### config.mk
export PLATFORM = sky130hd
export DESIGN_NAME = gg_mb_sequencer_flat
export DESIGN_NICKNAME = d
export VERILOG_FILES = /design/src/rtl/gg_mb_sequencer_if.sv /design/src/rtl/gg_mb_sequencer.sv /design/src/flat_wrapper.sv
export SDC_FILE = /design/constraint.sdc
export NUM_CORES = 1
export LEC_CHECK = 0
export ABC_AREA = 0
export CAP_MARGIN = 25
export CORE_ASPECT_RATIO = 2
export CORE_MARGIN = 2
export CORE_UTILIZATION = 45
export DETAILED_ROUTE_END_ITERATION = 6
export PLACE_DENSITY = 0.7
export RECOVER_POWER = 100
export SYNTH_ARGS = -nofsm -noshare
export SYNTH_HDL_FRONTEND = slang
export SYNTH_SLANG_ARGS = --single-unit
### constraint.sdc
create_clock -name clk -period 4.64 [get_ports clk]
set_input_delay 1.16 -clock clk [delete_from_list [all_inputs] [get_ports clk]]
set_output_delay 1.16 -clock clk [all_outputs]
set_load 0.02 [all_outputs]
### src/rtl/gg_mb_sequencer_if.sv
// Signal bundle between the macroblock sequencer, the frame controller and the
// 4x4 block pipe. The sequencer takes the master side.
interface gg_mb_sequencer_if;
  logic       mb_start;
  logic       hold;
  logic [2:0] cidx;
  logic [3:0] bidx;
  logic       blk_valid;
  logic       blk_last;
  logic       busy;
  logic       mb_done;
  logic       pic_done;
  logic [7:0] mb_x;
  logic [7:0] mb_y;
  logic       abv_out_of_pic;
  logic       left_out_of_pic;

  modport master (
    input  mb_start, hold,
    output cidx, bidx, blk_valid, blk_last, busy, mb_done, pic_done,
           mb_x, mb_y, abv_out_of_pic, left_out_of_pic
  );

  modport slave (
    output mb_start, hold,
    input  cidx, bidx, blk_valid, blk_last, busy, mb_done, pic_done,
           mb_x, mb_y, abv_out_of_pic, left_out_of_pic
  );
endinterface

### src/rtl/gg_mb_sequencer.sv
// Macroblock sequencer: issues the 26 blocks of a 4:2:0 macroblock to gg_process,
// waits for the pipe to drain, then reports completion and advances the position.
module gg_mb_sequencer #(
  parameter int PIPE_LAT  = 8,
  parameter int MB_WIDTH  = 120,
  parameter int MB_HEIGHT = 68
) (
  input logic               clk,
  input logic               reset,
  gg_mb_sequencer_if.master sif
);

  localparam logic [4:0] SEQ_LAST   = 5'd25;
  localparam logic [4:0] DRAIN_INIT = 5'(PIPE_LAT - 1);
  localparam logic [7:0] X_LAST     = 8'(MB_WIDTH - 1);
  localparam logic [7:0] Y_LAST     = 8'(MB_HEIGHT - 1);

  typedef enum logic [1:0] {
    ST_IDLE,
    ST_ISSUE,
    ST_DRAIN,
    ST_DONE
  } state_e;

  state_e     state_q, state_d;
  logic [4:0] seq_q, seq_d;
  logic [4:0] cnt_q, cnt_d;
  logic [2:0] cidx_q, cidx_d;
  logic [3:0] bidx_q, bidx_d;
  logic [7:0] mb_x_q, mb_x_d;
  logic [7:0] mb_y_q, mb_y_d;
  logic       issue;
  logic       last_col;
  logic       last_row;

  // Coding order: 16 luma, DC cb, DC cr, 4 cb AC, 4 cr AC. Both chroma AC runs
  // start at an index that is 2 mod 4, so bidx is the low two bits plus 2.
  function automatic logic [6:0] blk_map(input logic [4:0] s);
    if (s < 5'd16)       blk_map = {3'd0, s[3:0]};
    else if (s == 5'd16) blk_map = {3'd4, 4'd0};
    else if (s == 5'd17) blk_map = {3'd5, 4'd0};
    else if (s < 5'd22)  blk_map = {3'd2, 2'b00, 2'(s[1:0] + 2'd2)};
    else                 blk_map = {3'd3, 2'b00, 2'(s[1:0] + 2'd2)};
  endfunction

  assign last_col = (mb_x_q == X_LAST);
  assign last_row = (mb_y_q == Y_LAST);

  always_comb begin
    state_d = state_q;
    seq_d   = seq_q;
    cnt_d   = cnt_q;
    cidx_d  = cidx_q;
    bidx_d  = bidx_q;
    mb_x_d  = mb_x_q;
    mb_y_d  = mb_y_q;
    issue   = 1'b0;
    case (state_q)
      ST_IDLE: begin
        if (sif.mb_start) begin
          state_d          = ST_ISSUE;
          seq_d            = 5'd0;
          {cidx_d, bidx_d} = blk_map(5'd0);
        end
      end
      ST_ISSUE: begin
        if (!sif.hold) begin
          issue = 1'b1;
          if (seq_q == SEQ_LAST) begin
            state_d = ST_DRAIN;
            cnt_d   = DRAIN_INIT;
          end else begin
            seq_d            = seq_q + 5'd1;
            {cidx_d, bidx_d} = blk_map(seq_q + 5'd1);
          end
        end
      end
      ST_DRAIN: begin
        if (cnt_q == 5'd0) state_d = ST_DONE;
        else               cnt_d   = cnt_q - 5'd1;
      end
      ST_DONE: begin
        state_d = ST_IDLE;
        if (last_col) begin
          mb_x_d = 8'd0;
          mb_y_d = last_row ? 8'd0 : mb_y_q + 8'd1;
        end else begin
          mb_x_d = mb_x_q + 8'd1;
        end
      end
      default: state_d = ST_IDLE;
    endcase
  end

  always_ff @(posedge clk) begin
    if (reset) begin
      state_q <= ST_IDLE;
      seq_q   <= 5'd0;
      cnt_q   <= 5'd0;
      cidx_q  <= 3'd0;
      bidx_q  <= 4'd0;
      mb_x_q  <= 8'd0;
      mb_y_q  <= 8'd0;
    end else begin
      state_q <= state_d;
      seq_q   <= seq_d;
      cnt_q   <= cnt_d;
      cidx_q  <= cidx_d;
      bidx_q  <= bidx_d;
      mb_x_q  <= mb_x_d;
      mb_y_q  <= mb_y_d;
    end
  end

  assign sif.cidx            = cidx_q;
  assign sif.bidx            = bidx_q;
  assign sif.blk_valid       = issue;
  assign sif.blk_last        = issue && (seq_q == SEQ_LAST);
  assign sif.busy            = (state_q != ST_IDLE);
  assign sif.mb_done         = (state_q == ST_DONE);
  assign sif.pic_done        = (state_q == ST_DONE) && last_col && last_row;
  assign sif.mb_x            = mb_x_q;
  assign sif.mb_y            = mb_y_q;
  assign sif.abv_out_of_pic  = (mb_y_q == 8'd0);
  assign sif.left_out_of_pic = (mb_x_q == 8'd0);

endmodule

### src/flat_wrapper.sv
// flat-port wrapper written by rule: the top's interface ports become plain ports
module gg_mb_sequencer_flat 
#(
  parameter int PIPE_LAT  = 8,
  parameter int MB_WIDTH  = 120,
  parameter int MB_HEIGHT = 68
)
  (clk, reset, sif_mb_start, sif_hold, sif_cidx, sif_bidx, sif_blk_valid, sif_blk_last, sif_busy, sif_mb_done, sif_pic_done, sif_mb_x, sif_mb_y, sif_abv_out_of_pic, sif_left_out_of_pic);
  gg_mb_sequencer_if sif_i ();
  input logic clk;
  input logic reset;
  input wire logic [$bits(sif_i.mb_start)-1:0] sif_mb_start;
  input wire logic [$bits(sif_i.hold)-1:0] sif_hold;
  output wire logic [$bits(sif_i.cidx)-1:0] sif_cidx;
  output wire logic [$bits(sif_i.bidx)-1:0] sif_bidx;
  output wire logic [$bits(sif_i.blk_valid)-1:0] sif_blk_valid;
  output wire logic [$bits(sif_i.blk_last)-1:0] sif_blk_last;
  output wire logic [$bits(sif_i.busy)-1:0] sif_busy;
  output wire logic [$bits(sif_i.mb_done)-1:0] sif_mb_done;
  output wire logic [$bits(sif_i.pic_done)-1:0] sif_pic_done;
  output wire logic [$bits(sif_i.mb_x)-1:0] sif_mb_x;
  output wire logic [$bits(sif_i.mb_y)-1:0] sif_mb_y;
  output wire logic [$bits(sif_i.abv_out_of_pic)-1:0] sif_abv_out_of_pic;
  output wire logic [$bits(sif_i.left_out_of_pic)-1:0] sif_left_out_of_pic;
  assign sif_i.mb_start = sif_mb_start;
  assign sif_i.hold = sif_hold;
  assign sif_cidx = sif_i.cidx;
  assign sif_bidx = sif_i.bidx;
  assign sif_blk_valid = sif_i.blk_valid;
  assign sif_blk_last = sif_i.blk_last;
  assign sif_busy = sif_i.busy;
  assign sif_mb_done = sif_i.mb_done;
  assign sif_pic_done = sif_i.pic_done;
  assign sif_mb_x = sif_i.mb_x;
  assign sif_mb_y = sif_i.mb_y;
  assign sif_abv_out_of_pic = sif_i.abv_out_of_pic;
  assign sif_left_out_of_pic = sif_i.left_out_of_pic;
  gg_mb_sequencer #(.PIPE_LAT(PIPE_LAT), .MB_WIDTH(MB_WIDTH), .MB_HEIGHT(MB_HEIGHT)) u_core (.clk(clk), .reset(reset), .sif(sif_i));
endmodule
; ---- Word level (Yosys, flattened, before mapping)
; Index checks and enable logic that the tools add are counted.
[classes]
magnitude_cmp = 2
reduce_logical = 14
n_bitwise = 0
muxes = 29
shifts = 0
n_eq_ne = 14
n_addsub = 5
n_mul = 0
div = 0
[op_table]
columns = op, count
row1 = 5-bit two-way mux, 7
row2 = 7-bit two-way mux, 3
row3 = 5-bit case mux with 2 select lines, 2
row4 = "8-bit by 1-bit adder with 8-bit output, second input constant", 2
row5 = "8-bit by 7-bit == test with 1-bit output, second input constant", 2
row6 = 8-bit logical NOT, 2
row7 = 8-bit two-way mux, 2
row8 = "5-bit == test, second input constant", 3
row9 = 4-bit two-way mux, 3
row10 = 4-bit AND reduction, 3
row11 = "5-bit < comparator, second input constant", 2
row12 = 3-bit two-way mux, 3
row13 = 2-bit two-way mux, 4
row14 = "2-bit inequality test, second input constant", 4
row15 = 2-bit case mux with 4 select lines, 1
row16 = 4-bit case mux with 2 select lines, 1
row17 = 3-bit case mux with 2 select lines, 1
row18 = 2-bit nonzero test, 3
row19 = "5-bit by 1-bit adder with 5-bit output, second input constant", 1
row20 = 5-bit logical NOT, 1
row21 = "5-bit by 1-bit subtractor with 5-bit output, second input constant", 1
row22 = "2-bit == test, second input constant", 2
row23 = "2-bit by 1-bit inequality test with 1-bit output, second input constant", 2
row24 = 1-bit logical AND, 3
row25 = other kinds (5), 6
[word_totals]
latch_bits = 0
ram_bits = 0
input_bits = 4
output_inout_bits = 30
rom_bits = 0
reg_bits = 35
elab_cells = 71
mem_count = 0

; ---- Logic depth before layout (Yosys ltp)
; Gate-level depths: netlist (run 1).
[logic_depth]
word_depth = 9
mapped_depth = 9
depth_no_buf = 8

; ---- Least setup slack after synthesis (run 1)
; Ideal clock, no wire load.
[synth_path]
path_type = reg2out
start = register u_core.mb_y_q[3], in the netlist u_core.sif.mb_y[3]
end = output sif_abv_out_of_pic
required_ns = 3.480
n_path_buf = 0
slack_ns = 1.733
arrival_time_ns = 1.747
stages_incl_launch_ff = 3
cell_sequence = dfxtp_1 > or4_1 > nor4b_1
[synth_via]
elab_chain_len = 1
[synth_lines]
columns = element, line_no
row1 = from (decl), gg_mb_sequencer.sv:31  ; logic [7:0] mb_y_q, mb_y_d;
row2 = from (signal assigned), gg_mb_sequencer.sv:111  ; mb_y_q <= mb_y_d;
row3 = 8-bit logical NOT, gg_mb_sequencer.sv:124  ; assign sif.abv_out_of_pic = (mb_y_q == 8'd0);
row4 = to (decl), flat_wrapper.sv:23  ; output wire logic [$bits(sif_i.abv_out_of_pic)-1:0] sif_abv_out_of_pic;
; Every way passes these cells.

; ---- Final worst setup path (run 1)
[layout_path]
start = input sif_hold
end = output sif_blk_last
[layout_via]
elab_chain_len = 3
[layout_lines]
columns = element, line_no
row1 = from (decl), flat_wrapper.sv:13  ; input wire logic [$bits(sif_i.hold)-1:0] sif_hold;
row2 = 1-bit two-way mux, gg_mb_sequencer.sv:67  ; if (!sif.hold) begin
row3 = 1-bit two-way mux, gg_mb_sequencer.sv:58  ; case (state_q)
row4 = 1-bit logical AND, gg_mb_sequencer.sv:118  ; assign sif.blk_last = issue && (seq_q == SEQ_LAST);
row5 = to (decl), flat_wrapper.sv:17  ; output wire logic [$bits(sif_i.blk_last)-1:0] sif_blk_last;
; Every way passes these cells.

==> results of run 1 <==
-- cell usage after synthesis, types with 3 or more instances --
cell type   n
o21ai_0     4
inv_1      18
a311oi_1    3
nand2_1    18
xor2_1     12
a21oi_1    13
nand4_1     4
a211oi_1    3
nor3_1      9
ha_1       13
clkbuf_1    4
xnor2_1     4
nand3_1     8
nor2_2      6
nand2b_1    3
dfxtp_1    35
nor2_1     20
-- cell type report --
| class | count | share of cell area (%) |
|---|---|---|
| Inverter | 19 | 2.99 |
| Clock inverter | 1 | 1.26 |
| Clock buffer | 6 | 3.05 |
| Multi-Input combinational cell | 161 | 46.5 |
| Timing Repair Buffer | 34 | 14.0 |
| Sequential cell | 35 | 29.4 |
| Tap cell | 52 | 2.73 |
-- kinds of logic (layout without fill, tap and decap cells) --
family | count (synthesis) | in the layout | share of synthesized area (%)
AOI/OAI and AO/OA | 41 | 41 | 14.9
buffers and inverters | 28 | 60 | 6.63
muxes | 2 | 2 | 1.03
adders and majority gates | 13 | 13 | 8.37
and+or+nand+nor | 89 | 89 | 25.8
DFF | 35 | 35 | 36.1
xor gates and xnor gates | 16 | 16 | 7.21
-- critical path: cells and delay by family --
family                 cells  cell delay [ps]
buffers and inverters      2             1260
AND/OR/NAND/NOR            2              310
-- layer usage --
layer | share of wire, % | GRT usage, % | wire length (um)
met5 | 0 | 0 | 0
met4 | 3.1 | 8.94 | 128
met3 | 2.5 | 3.86 | 105
met2 | 59 | 37.2 | 2460
met1 | 36 | 17.5 | 1490
-- state kept, by name (all words and copies together) (netlist names) --
signal / count
u_core.sif.mb_y: 8
u_core.state_q: 2
u_core.sif.cidx: 3
u_core.sif.mb_x: 8
u_core.seq_q: 5
u_core.cnt_q: 5
u_core.sif.bidx: 4
-- per-stage QoR --
step                      cells  hold WS (ps)  util, %
after floorplan             224           465        -
after global placement      301           443     55.4
after detailed placement    301           454     55.4
after CTS                   308           464     57.9
after global routing        308           492     57.7
final                       308           454     57.7
-- worst paths after layout --
path	endpoint	depth (start not counted)	start	slack, ps
worst max-delay path	sif_blk_last	4	sif_hold	750
worst min-delay path	u_core.sif.cidx[1]$_SDFFE_PP0P_	2	u_core.sif.cidx[1]$_SDFFE_PP0P_	450
worst max register to register	u_core.seq_q[1]$_SDFFE_PP0P_	6	u_core.seq_q[0]$_SDFFE_PP0P_	2260
worst min register to register	u_core.sif.cidx[1]$_SDFFE_PP0P_	2	u_core.sif.cidx[1]$_SDFFE_PP0P_	450
-- power by group --
part           internal (mW)  switching, mW
Clock                  0.157          0.105
Combinational         0.0697          0.121
Sequential             0.314         0.0159
Total                  0.541          0.242
==> run_results.csv, run 1 <==
group,metric,value,unit
cells_and_area,diodes,0,
cells_and_area,drive_above_1_share,8.98,%
global_route,grt_max_degree,30,
cells_and_area,final_cell_mix,"dfxtp_1 (35), dlygate4sd3_1 (32), nor2_1 (20), inv_1 (18), nand2_1 (18)",
cells_and_area,final_common_cell,"dfxtp_1",
flow_run,maxCapViolations,0,
cells_and_area,final_nets,273,
drt,vias,1692,
critical_path,required,3480,ps
critical_path,cp_slowest_cell,"dlygate4sd3_1",
placement,routabilityCongestion,0.794,
drt,wirelength,4190,um
logic_synthesis,syn-instance-count,224,
global_route,grt_pass1_wl,7330,um
clocking,root_buffer,"clkbuf_8",
sta,max_freq,257,MHz
clocking,post_cts_buffers,0,
logic_synthesis,yosysTopAreaCell,"dfxtp_1",
logic_synthesis,syn_area,1940,um^2
logic_synthesis,synth.distinct_cells,53,
cells_and_area,seq_area,701,um^2
cells_and_area,fill_cells,417,
pwr,total_power,0.783,mW
logic_synthesis,ys_ff_latch,35,
logic_synthesis,yosysWarnings,0,
sta,worst_slew_pin_slew,1300,ps
critical_path,path_common_cell,"dlygate4sd3_1",
global_route,antenna_found_initial,0,
clocking,cts_max_path_buffers,2,
critical_path,start_kind,"input pin",
clocking,htree_levels,2,
clocking,cts_hold_buf,0,
global_route,grt_pass1_vias,1683,
critical_path,crit_path_end_kind,"output pin",
drt,viasPerCell,5.49,
logic_synthesis,synth_ff_type,"dfxtp_1",
placement,place_area,2290,um^2
cells_and_area,multi_input_area,1110,um^2
critical_path,crit_chain,"dlygate4sd3_1, nand2b_1, nor2_1, dlygate4sd3_1",
pwr,peakVddDrop,0.296,mV
drt,final_antenna_net_count,0,
clocking,clk_pin_slew_worst_paths,70,ps
clocking,cts_tree,"yes",
placement,pre_cts_slack,916,ps
logic_synthesis,postSynthNetCount,241,
cells_and_area,syn_to_final_growth,22.6,%
global_route,grt-ovfl-total,0,
logic_synthesis,yosysSeqAreaShare,36.1,%
floorplanning,fp.coreArea,4130,um^2
placement,io_buffers,33,
drt,drtIter0Drc,23,
drt,first_pass_iters,4,
sta,fin_skew,9.66,ps
worst_hold_path,hold_class,"register to register",
logic_synthesis,yosys.area.top_type_share,36.1,%
drt,avgRoutedWirePerCell,13.6,um
sta,period_share,83.8,%
status,status,"completed",
drt,drc,0,
floorplanning,start_util,47.1,%
logic_synthesis,synthTopCellsByArea,"dfxtp_1 (36%), ha_1 (8.4%), xor2_1 (5.4%)",
pwr,p_leak,0.975,nW
sta,slew_headroom,13.0,%
clocking,cts.sinks,35,
clocking,cts_resized,0,
cells_and_area,fin_area,2380,um^2
floorplanning,top_level_ports,34,
sta,period_minus_slack,3890,ps
placement,dpl.hpwl,3280,um
sta,setup_ws,751,ps
logic_synthesis,postSynthAreaPerCell,8.67,um^2
floorplanning,dieArea,4890,um^2
sta,rsz0062_at_grt,"no",
pwr,pwr_density_cell,329,nW/um^2
sta,drv_slew,0,
floorplanning,die_x,50.5,um
sta,hold_viol,0,
critical_path,arrival,2730,ps
logic_synthesis,async_reset_ff_share,0,%
critical_path,cpPeakStageDelay,680,ps
floorplanning,die_h,96.9,um
logic_synthesis,synth_edf_count,0,
sta,setup_tns,0,ps
global_route,track_usage,19.1,%
clocking,clkLatencyLatePin,280,ps
critical_path,path_max_fanout,3,
floorplanning,num_rows,33,
critical_path,crit_type,"input pin to output pin",
sta,setup_viol,0,
clocking,cts_inserted_buffers,5,
No activity file was read; power rests on OpenSTA's default activity.
==> run 2: changes to the inputs <==
- clock period: 4.64 -> 4 ns (I/O delays scaled with it)
==> run 2 against run 1 <==
  * Final area hardly changed
  * Die area stayed put
  * Worst setup slack worse by 340 ps
  * Critical endpoint unchanged
==> run_results.csv, run 2 (synthesis results as in run 1) <==
group,metric,value,unit
status,status,"completed",
critical_path,path_common_cell,"dlygate4sd3_1",
sta,fin_skew,3.77,ps
global_route,grt_pass1_wl,7380,um
sta,period_share,89.7,%
placement,io_buffers,33,
drt,drc,0,
drt,avgRoutedWirePerCell,14.0,um
cells_and_area,final_core_utilization,57.7,%
clocking,clk_pin_slew_worst_paths,70,ps
floorplanning,top_level_ports,34,
floorplanning,die_h,96.9,um
placement,routabilityCongestion,0.829,
drt,viasPerCell,5.50,
cells_and_area,final_cell_mix,"dfxtp_1 (35), dlygate4sd3_1 (32), nor2_1 (20), inv_1 (18), nand2_1 (18)",
drt,first_pass_iters,4,
placement,dpl.hpwl,3380,um
drt,vias,1704,
worst_hold_path,hold_depth,2,
sta,drv_slew,0,
sta,period_minus_slack,3590,ps
critical_path,cp_slowest_cell,"dlygate4sd3_1",
worst_hold_path,worstHoldStart,"u_core.sif.cidx[1]$_SDFFE_PP0P_",
flow_run,maxCapViolations,0,
clocking,clkLatencyLatePin,280,ps
clocking,htree_levels,2,
global_route,track_usage,19.4,%
floorplanning,die_x,50.5,um
critical_path,start_kind,"input pin",
critical_path,rr_endpoint,"u_core.sif.bidx[0]$_SDFFE_PP0P_",
critical_path,cp.depth,4,
cells_and_area,diodes,0,
critical_path,crit_type,"input pin to output pin",
critical_path,cpPeakStageDelay,680,ps
clocking,cts_tree,"yes",
sta,worst_slew_pin_slew,1290,ps
clocking,cts_resized,0,
critical_path,required,3000,ps
critical_path,cpLargestDelayFamily,"buffers and inverters",
global_route,grt-ovfl-total,0,
cells_and_area,final_nets,274,
critical_path,r2r.worst_path.cells,7,
sta,rsz0062_at_grt,"no",
pwr,peakVddDrop,0.284,mV
pwr,p_leak,0.976,nW
global_route,antenna_found_initial,0,
floorplanning,fp.coreArea,4130,um^2
worst_hold_path,hold_class,"register to register",
cells_and_area,drive_above_1_share,9.30,%
clocking,cts_hold_buf,0,
drt,drtIter0Drc,24,
drt,wirelength,4330,um
cells_and_area,syn_to_final_growth,22.7,%
sta,slew_headroom,14.2,%
global_route,grt_pass1_vias,1705,
clocking,root_buffer,"clkbuf_8",
critical_path,crit_chain,"dlygate4sd3_1, nand2b_1, nor2_1, dlygate4sd3_1",
critical_path,reg2reg_slack,1750,ps
critical_path,r2r-start,"u_core.seq_q[0]$_SDFFE_PP0P_",
critical_path,crit_start,"sif_hold",
critical_path,crit_path_end_kind,"output pin",
floorplanning,start_util,47.1,%
sta,max_freq,279,MHz
sta,setup_tns,0,ps
critical_path,critPathBufInv,2,
critical_path,arrival,2590,ps
floorplanning,num_rows,33,
worst_hold_path,hold_end,"u_core.sif.cidx[1]$_SDFFE_PP0P_",
sta,setup_viol,0,
global_route,grt_max_degree,30,
clocking,cts_max_path_buffers,2,
floorplanning,dieArea,4890,um^2
drt,final_antenna_net_count,0,
pwr,pwr_density_cell,371,nW/um^2
cells_and_area,final_common_cell,"dfxtp_1",
sta,hold_viol,0,
critical_path,path_max_fanout,3,
clocking,cts_inserted_buffers,5,
clocking,post_cts_buffers,0,
clocking,cts.sinks,35,
==> run 2: metrics by stage <==
step / hold WS [ps] / cells / setup slack (ps) / total power, mW / area [um^2]
detailed placement: 451 / 302 / 571 / 0.635 / 2300
finish: 451 / 310 / 412 / 0.885 / 2380
CTS: 460 / 310 / 570 / 0.917 / 2400
floorplan: 465 / 224 / 1250 / 0.554 / 1940
global route: 478 / 310 / 357 / 0.935 / 2380
global placement: 443 / 302 / 637 / 0.632 / 2300
==> run 2: worst max path at each step <==
| stage | to | slack [ps] |
|---|---|---|
| 6_report | sif_blk_last | 410 |
| 5_1_grt | sif_blk_last | 360 |
| 4_1_cts | sif_blk_last | 570 |
| 3_5_place_dp | sif_blk_last | 570 |
| 3_3_place_gp | sif_blk_last | 640 |
| 2_1_floorplan | sif_abv_out_of_pic | 1250 |
==> run 2: layout make-up <==
class,instances,area (um^2)
clock buffers,8,100
fillers,399,1750
inverters,19,71.3
multi-input cells,161,1110
flip-flops and latches,35,701
well taps,52,65.1
repair buffers,35,338
==> run 2: power by group <==
| group | switching, mW | internal, mW |
|---|---|---|
| logic | 0.145 | 0.0828 |
| clock network | 0.119 | 0.157 |
| registers | 0.0174 | 0.364 |
| total | 0.281 | 0.604 |
==> run 2: worst register-to-register path, cell delays in order, from the launching register on <==
cell	delay [ps]
dfxtp_1	500
ha_1	260
nand4b_4	150
and3_1	270
a31oi_1	420
clkbuf_1	330
nand2_1	100
a21oi_1	140
==> run 2: per-layer routing <==
| metal | GRT usage [%] | share of wire [%] | vias to the layer above |
|---|---|---|---|
| met3 | 3.40 | 2.1 | 15 |
| met4 | 10.6 | 4.8 | 0 |
| met1 | 17.0 | 35 | 810 |
| met2 | 38.4 | 58 | 31 |
| met5 | 0 | 0 | - |
| li1 | - | - | 848 |
==> run 3: changes to the inputs <==
- RECOVER_POWER: 100 -> default
==> run 3 against run 2 <==
  * Global-route usage stayed put
  * Die area stayed put
  * Worst setup slack better by 180 ps
  * Final cell count stayed put
  * Largest cell class unchanged
  * Power is 1.6% higher
  * Via count is 0.47% lower
  * Flip-flop and latch count stayed put
==> run_results.csv, run 3 (synthesis results as in run 1) <==
group,metric,value,unit
clocking,clkLatencyLatePin,280,ps
drt,final_antenna_net_count,0,
placement,pre_cts_slack,571,ps
placement,dpl.hpwl,3380,um
sta,slew_headroom,63.3,%
sta,setup_ws,593,ps
cells_and_area,final_nets,274,
global_route,antenna_found_initial,0,
sta,max_freq,293,MHz
placement,placed_cells,302,
cells_and_area,final_cell_mix,"dfxtp_1 (35), clkdlybuf4s50_1 (33), nor2_1 (20), inv_1 (18), nand2_1 (18)",
clocking,root_buffer,"clkbuf_8",
floorplanning,num_rows,33,
flow_run,maxCapViolations,0,
clocking,cts_inserted_buffers,5,
worst_hold_path,hold_class,"register to register",
critical_path,crit_path_end_kind,"output pin",
drt,maxUsedRoutingLayer,"met4",
sta,setup_viol,0,
global_route,grt_pass1_vias,1705,
critical_path,required,3000,ps
cells_and_area,multi_input_area,1110,um^2
cells_and_area,drive_above_1_share,10.5,%
critical_path,reg2reg_slack,1960,ps
drt,wl_met1,1500,um
sta,worst_slew_pin_slew,546,ps
global_route,track_usage,19.4,%
floorplanning,top_level_ports,34,
sta,setup_tns,0,ps
cells_and_area,syn_to_final_growth,23.3,%
drt,wl_met3,105,um
global_route,grt-ovfl-total,0,
drt,wirelength,4320,um
cells_and_area,final_cells,310,
clocking,cts.sinks,35,
floorplanning,start_util,47.1,%
critical_path,crit_type,"input pin to output pin",
status,status,"completed",
critical_path,path_max_fanout,3,
floorplanning,die_x,50.5,um
drt,drtIter0Drc,20,
pwr,peakVddDrop,0.288,mV
placement,io_buffers,33,
cells_and_area,seq_area,701,um^2
sta,fin_skew,4.63,ps
clocking,clk_pin_slew_worst_paths,70,ps
sta,drv_slew,0,
pwr,p_leak,0.891,nW
sta,hold_viol,0,
clocking,cts_resized,0,
clocking,cts_hold_buf,0,
sta,period_share,85.2,%
drt,drc,0,
clocking,post_cts_buffers,0,
clocking,htree_levels,2,
clocking,cts_max_path_buffers,2,
cells_and_area,final_common_cell,"dfxtp_1",
cells_and_area,diodes,0,
critical_path,start_kind,"input pin",
drt,avgRoutedWirePerCell,13.9,um
floorplanning,fp.coreArea,4130,um^2
floorplanning,dieArea,4890,um^2
floorplanning,die_h,96.9,um
drt,viasPerCell,5.47,
clocking,cts_tree,"yes",
critical_path,arrival,2410,ps
drt,first_pass_iters,4,
drt,route.met2.wl,2530,um
global_route,grt_pass1_wl,7380,um
global_route,grt_max_degree,30,
sta,rsz0062_at_grt,"no",
pwr,pwr_density_cell,375,nW/um^2
sta,fin_hold_ws,455,ps
drt,vias,1696,
placement,routabilityCongestion,0.829,
sta,period_minus_slack,3410,ps
cells_and_area,fill_cells,396,
-- run 3: worst paths after layout --
| kind | cells after the start | endpoint | start |
|---|---|---|---|
| hold reg to reg | 2 | u_core.sif.cidx[1]$_SDFFE_PP0P_ | u_core.sif.cidx[1]$_SDFFE_PP0P_ |
| setup reg to reg | 7 | u_core.sif.bidx[0]$_SDFFE_PP0P_ | u_core.seq_q[0]$_SDFFE_PP0P_ |
| hold / removal | 2 | u_core.sif.cidx[1]$_SDFFE_PP0P_ | u_core.sif.cidx[1]$_SDFFE_PP0P_ |
| setup / recovery | 4 | sif_blk_last | sif_hold |
-- run 3: metal layers --
metal,vias to the layer above,global-route usage (%)
met5,-,0
met4,0,10.6
met3,13,3.40
met2,34,38.4
met1,803,17.0
li1,846,-
-- run 3: critical path, stage by stage --
cell and delay (ps):
clkdlybuf4s50_1 460, nand2b_1 210, nor2_1 120, clkdlybuf4s50_1 610
-- run 3: metrics by stage --
| stage | power, mW | util (%) | cell area (um^2) |
|---|---|---|---|
| global route | 0.950 | 58.0 | 2400 |
| global placement | 0.632 | 55.6 | 2300 |
| detailed placement | 0.635 | 55.6 | 2300 |
| finish | 0.899 | 58.0 | 2400 |
| floorplan | 0.554 | - | 1940 |
| CTS | 0.917 | 58.0 | 2400 |
-- run 3: power breakdown --
group | switching, mW | internal, mW
sequential | 0.0174 | 0.364
clock | 0.119 | 0.157
combinational | 0.145 | 0.0964
-- run 3: final cells by class --
type / instances / area share [%]
Tap cell: 52 / 2.72
Inverter: 19 / 2.98
Sequential cell: 35 / 29.2
Clock buffer: 8 / 4.18
Timing Repair Buffer: 35 / 14.4
Multi-Input combinational cell: 161 / 46.5
